$ cat config.mk
export PLATFORM = sky130hd
export DESIGN_NAME = mram_serial_host
export DESIGN_NICKNAME = d
export VERILOG_FILES = /design/src/rtl/mram_serial_host.sv
export SDC_FILE = /design/constraint.sdc
export NUM_CORES = 1
export LEC_CHECK = 0
export CAP_MARGIN = 20
export CORE_ASPECT_RATIO = 1.25
export CORE_UTILIZATION = 45
export CTS_CLUSTER_SIZE = 30
export DETAILED_ROUTE_END_ITERATION = 6
export GPL_ROUTABILITY_DRIVEN = 0
export PLACE_DENSITY = 0.71
export SLEW_MARGIN = 20
export SYNTH_ARGS = -nofsm -noshare
export SYNTH_HDL_FRONTEND = slang
export SYNTH_SLANG_ARGS = --single-unit
export TNS_END_PERCENT = 20
$ cat constraint.sdc
create_clock -name clk -period 5.35 [get_ports clk]
set_input_delay 1.605 -clock clk [delete_from_list [all_inputs] [get_ports clk]]
set_output_delay 1.605 -clock clk [all_outputs]
set_load 0.02 [all_outputs]
$ cat src/rtl/mram_serial_host.sv
// Host-side serial initiator for the MRAM bridge: shifts one command's address/data out
// MSB first, waits for the memory, and for reads deserialises the returned word.
module mram_serial_host #(
  parameter int         ADDR_WIDTH = 20,
  parameter int         DATA_WIDTH = 16,
  parameter int         MEM_WAIT   = 4,
  parameter logic [2:0] SEL_IDLE   = 3'b000,
  parameter logic [2:0] SEL_READ   = 3'b001,
  parameter logic [2:0] SEL_WRITE  = 3'b010
) (
  input  logic                  clk,
  input  logic                  rst,
  input  logic                  cmd_valid,
  output logic                  cmd_ready,
  input  logic                  cmd_write,
  input  logic [ADDR_WIDTH-1:0] cmd_addr,
  input  logic [DATA_WIDTH-1:0] cmd_wdata,
  output logic                  rsp_valid,
  output logic [DATA_WIDTH-1:0] rsp_rdata,
  output logic                  busy,
  output logic [2:0]            read_write_sel,
  output logic                  ser_addr_out,
  output logic                  ser_wdata_out,
  input  logic                  ser_rdata_in
);

  localparam int CNT_MAX = (ADDR_WIDTH > MEM_WAIT) ? ADDR_WIDTH : MEM_WAIT;
  localparam int CNT_W   = $clog2(CNT_MAX + 1);
  localparam logic [CNT_W-1:0] SHIFT_LAST = CNT_W'(ADDR_WIDTH - 1);
  localparam logic [CNT_W-1:0] WAIT_LAST  = CNT_W'((MEM_WAIT > 0) ? MEM_WAIT - 1 : 0);
  localparam logic [CNT_W-1:0] CAP_LAST   = CNT_W'(DATA_WIDTH - 1);

  typedef enum logic [2:0] {
    S_IDLE,
    S_SHIFT,
    S_WAIT,
    S_CAPTURE,
    S_DONE
  } state_t;

  state_t                state_q, state_d;
  logic [CNT_W-1:0]      cnt_q, cnt_d;
  logic                  write_q, write_d;
  logic [ADDR_WIDTH-1:0] addr_sh_q, addr_sh_d;
  logic [ADDR_WIDTH-1:0] wdata_sh_q, wdata_sh_d;
  logic [DATA_WIDTH-1:0] rdata_sh_q, rdata_sh_d;
  logic                  cmd_ready_q, cmd_ready_d;
  logic                  busy_q, busy_d;
  logic [2:0]            sel_q, sel_d;
  logic                  ser_addr_q, ser_addr_d;
  logic                  ser_wdata_q, ser_wdata_d;
  logic                  rsp_valid_q, rsp_valid_d;
  logic [DATA_WIDTH-1:0] rsp_rdata_q, rsp_rdata_d;
  logic [ADDR_WIDTH-1:0] wdata_ext;

  always_comb begin
    state_d     = state_q;
    cnt_d       = cnt_q;
    write_d     = write_q;
    addr_sh_d   = addr_sh_q;
    wdata_sh_d  = wdata_sh_q;
    rdata_sh_d  = rdata_sh_q;
    rsp_rdata_d = rsp_rdata_q;
    ser_addr_d  = 1'b0;
    ser_wdata_d = 1'b0;
    rsp_valid_d = 1'b0;
    // Data is right-aligned in the address-wide frame so its LSB lands with the address LSB.
    wdata_ext   = cmd_write ? ADDR_WIDTH'(cmd_wdata) : '0;

    // Outputs are registered, so each branch prepares the serial bits for the next cycle.
    case (state_q)
      S_IDLE: begin
        if (cmd_valid && cmd_ready_q) begin
          state_d     = S_SHIFT;
          cnt_d       = '0;
          write_d     = cmd_write;
          ser_addr_d  = cmd_addr[ADDR_WIDTH-1];
          addr_sh_d   = cmd_addr << 1;
          ser_wdata_d = wdata_ext[ADDR_WIDTH-1];
          wdata_sh_d  = wdata_ext << 1;
        end
      end
      S_SHIFT: begin
        if (cnt_q == SHIFT_LAST) begin
          cnt_d = '0;
          if (MEM_WAIT > 0) begin
            state_d = S_WAIT;
          end else if (!write_q) begin
            state_d = S_CAPTURE;
          end else begin
            state_d     = S_DONE;
            rsp_valid_d = 1'b1;
          end
        end else begin
          cnt_d       = cnt_q + CNT_W'(1);
          ser_addr_d  = addr_sh_q[ADDR_WIDTH-1];
          addr_sh_d   = addr_sh_q << 1;
          ser_wdata_d = wdata_sh_q[ADDR_WIDTH-1];
          wdata_sh_d  = wdata_sh_q << 1;
        end
      end
      S_WAIT: begin
        if (cnt_q == WAIT_LAST) begin
          cnt_d = '0;
          if (write_q) begin
            state_d     = S_DONE;
            rsp_valid_d = 1'b1;
          end else begin
            state_d = S_CAPTURE;
          end
        end else begin
          cnt_d = cnt_q + CNT_W'(1);
        end
      end
      S_CAPTURE: begin
        rdata_sh_d = (rdata_sh_q << 1) | DATA_WIDTH'(ser_rdata_in);
        if (cnt_q == CAP_LAST) begin
          cnt_d       = '0;
          state_d     = S_DONE;
          rsp_valid_d = 1'b1;
          rsp_rdata_d = rdata_sh_d;
        end else begin
          cnt_d = cnt_q + CNT_W'(1);
        end
      end
      S_DONE:  state_d = S_IDLE;
      default: state_d = S_IDLE;
    endcase

    cmd_ready_d = (state_d == S_IDLE);
    busy_d      = (state_d != S_IDLE);
    if (state_d == S_SHIFT || state_d == S_WAIT || state_d == S_CAPTURE) begin
      sel_d = write_d ? SEL_WRITE : SEL_READ;
    end else begin
      sel_d = SEL_IDLE;
    end
  end

  always_ff @(posedge clk) begin
    if (rst) begin
      state_q     <= S_IDLE;
      cnt_q       <= '0;
      write_q     <= 1'b0;
      addr_sh_q   <= '0;
      wdata_sh_q  <= '0;
      rdata_sh_q  <= '0;
      cmd_ready_q <= 1'b0;
      busy_q      <= 1'b0;
      sel_q       <= SEL_IDLE;
      ser_addr_q  <= 1'b0;
      ser_wdata_q <= 1'b0;
      rsp_valid_q <= 1'b0;
      rsp_rdata_q <= '0;
    end else begin
      state_q     <= state_d;
      cnt_q       <= cnt_d;
      write_q     <= write_d;
      addr_sh_q   <= addr_sh_d;
      wdata_sh_q  <= wdata_sh_d;
      rdata_sh_q  <= rdata_sh_d;
      cmd_ready_q <= cmd_ready_d;
      busy_q      <= busy_d;
      sel_q       <= sel_d;
      ser_addr_q  <= ser_addr_d;
      ser_wdata_q <= ser_wdata_d;
      rsp_valid_q <= rsp_valid_d;
      rsp_rdata_q <= rsp_rdata_d;
    end
  end

  assign cmd_ready      = cmd_ready_q;
  assign busy           = busy_q;
  assign read_write_sel = sel_q;
  assign ser_addr_out   = ser_addr_q;
  assign ser_wdata_out  = ser_wdata_q;
  assign rsp_valid      = rsp_valid_q;
  assign rsp_rdata      = rsp_rdata_q;

endmodule

==> results.toml <==
[routing]
viasPerCell = 5.39
wl_um = 7280
wl_per_cell_um = 13.0
antenna_left = 0
drc_errors = 0
first_pass_iters = 4
drt_iter0_drc = 150
vias = 3021

[hold_path]
min_to = "rsp_rdata[15]"
hold_depth = 2
min_path_type = "flop to flop"
min_from = "rsp_rdata[15]"

[grt]
grt_pass1_wl_um = 12700
grt.total_usage = 0.199
antenna_found_initial = 0
grt_pass1_vias = 2920
grt_max_degree = 56
gr-total-overflow = 0

[job]
cap_violations = 0

[floorplan]
initial_utilization = 0.471
dieArea_um2 = 8190
die_h_um = 101
fp.dieW_um = 81.2
io_pins = 65
rows = 35
core_area_um2 = 7490

[yosys]
synth_area_um2 = 3520
synth_top_area_share = 0.483
ys_ff_latch = 85
synth_top_area_cell = "dfxtp_1"
synth_edf_count = 0
async_flop_share = 0
synth-main-ff-cell = "dfxtp_1"
syn_avg_cell_area_um2 = 8.35
yosys_warnings = 0
seq_area_frac_synth = 0.483
synth_area_leaders = "dfxtp_1 48%, nand2_1 12%, a311oi_1 5.7%"
synthCells = 422
ys_types = 43
syn-num-nets = 466

[setup_path]
worst_setup_path_start_kind = "input pin"
cp-end-kind = "flop"
startpoint = "cmd_valid"
r2r_cells = 6
r2r-start = "state_q[0]"
r2r_end = "wdata_sh_q[9]"
cp_data_required_time_ns = 5.60
critical_path_class = "input pin to flop"
rrSetupSlack_ns = 2.59
path_max_fanout = 34
worstPathArrival_ns = 3.82

[final_layout]
nets = 511
diodes = 0
fill_cells = 691
areaGrowthSynthToFinish_pct = 22.6
multi_input_area_um2 = 1660
drive_gt1_frac = 0.0768
stdcell_count = 561
final_cell_mix = "117 x nand2_1, 85 x dfxtp_1, 62 x clkdlybuf4s50_1, 49 x nor2_1, 35 x a21oi_1"
seqCellArea_um2 = 1700
layout_commonest_cell = "nand2_1"

[timing]
hold_viol = 0
final.min_clock_period_ns = 3.57
maxSlewHeadroom = 0.289
finalCritPeriodShare = 0.667
fin_hold_ws_ns = 0.455
rsz0062_at_grt = "false"
fmax_mhz = 280
setup_tns_ns = 0
setup_viol_count_final = 0
worst_pin_slew_ns = 1.07
fin_skew_ns = 0.00860
slew_viol_final = 0

[clock_tree]
cts_buffers = 9
post_cts_buffers = 0
cts_max_level = 3
clk_pin_slew_ns = 0.07
cts_tree = "done"
holdBufCountCts = 0
cts_root_buf = "clkbuf_8"
cts_sinks = 85
clock_latency_ns = 0.35
cts_buffer_depth = 2
cts_resized = 0

[placement]
hpwl_um = 4940
numPortBuffers = 63
dp.cells = 548

[power]
sw_frac_of_total = 0.251
seqPwrFrac = 0.541
p_sw_w = 0.000320
ir_worst_vdd_v = 0.000140
p_clk_frac = 0.324
cell_internal_pwr_w = 0.000953
p_leak_nw = 1.45
power_density_nw_per_um2 = 294
comb_power_share = 0.134

[outcome]
outcome = "finished clean"
-- worst max-delay path, stage by stage --
cell and delay, ns:
clkdlybuf4s50_1 0.51, nand4bb_1 0.24, o22ai_4 0.77, buf_4 0.37, nor2_1 0.08, a311oi_2 0.23
-- synthesized netlist by cell type, types with 2 or more instances --
library cell / count
ha_1: 3
a31oi_1: 4
a32oi_1: 2
a311oi_1: 23
buf_2: 11
nand3_1: 17
nor4b_1: 2
a311oi_2: 10
inv_1: 3
nand4b_1: 2
a21oi_1: 35
nand2_1: 117
a22oi_1: 6
nor3b_1: 2
a211oi_1: 4
nor2_1: 50
buf_6: 2
nand3b_1: 2
buf_4: 2
dfxtp_1: 85
clkbuf_1: 18
-- per-stage QoR --
stage	area, um^2	total power (W)	utilization	setup WS, ns
after floorplan	3520	0.000818	-	2.74
after global placement	4150	0.000868	0.555	1.54
after detailed placement	4150	0.000875	0.555	1.43
after CTS	4320	0.00128	0.577	1.80
after global routing	4320	0.00133	0.577	1.65
final	4320	0.00127	0.577	1.78
-- state kept, by name, summed over array words and instances, names as in the netlist --
register        cells
ser_wdata_out       1
addr_sh_q          19
read_write_sel      2
wdata_sh_q         19
state_q             3
cnt_q               5
rsp_valid           1
rsp_rdata          16
cmd_ready           1
busy                1
rdata_sh_q         15
ser_addr_out        1
write_q             1
-- power by group through the flow --
stage                     combinational (W)  sequential [W]  clock, W
after global placement             0.000166        0.000702         0
after floorplan                    0.000119        0.000699         0
after global routing               0.000190        0.000693  0.000451
final                              0.000171        0.000689  0.000413
after detailed placement           0.000172        0.000703         0
after CTS                          0.000172        0.000688  0.000421
-- kinds of logic (layout without fill, tap and decap cells) --
family          Yosys count  after routing  synth area share
flops                    85             85             0.483
mux                       2              2           0.00603
simple gates            203            203             0.248
compound gates           91             91             0.202
fa+ha+maj                 3              3            0.0107
other cells               1              1           0.00106
buf+inv                  37             84            0.0497
-- metal layers --
layer,global-route usage,wire length (um)
met5,0,0
met4,0.0975,124
met3,0.0371,249
met2,0.324,3520
met1,0.248,3390
-- worst max path at each step --
stage / to / slack, ns / cells after the start
6_report: wdata_sh_q[9] / 1.78 / 6
3_5_place_dp: wdata_sh_q[9] / 1.43 / 6
3_3_place_gp: wdata_sh_q[10] / 1.54 / 6
5_1_grt: addr_sh_q[2] / 1.65 / 6
4_1_cts: wdata_sh_q[9] / 1.80 / 6
2_1_floorplan: read_write_sel[0] / 2.74 / 4
-- cell type report --
class                   instances  share of cell area
clock buffers                  10              0.0295
inverters                       3             0.00260
well taps                      92              0.0266
repair buffers                 68               0.153
multi-input cells             300               0.385
flip-flops and latches         85               0.394
clock inverters                 3             0.00926
(Power assumes the default switching activity.)
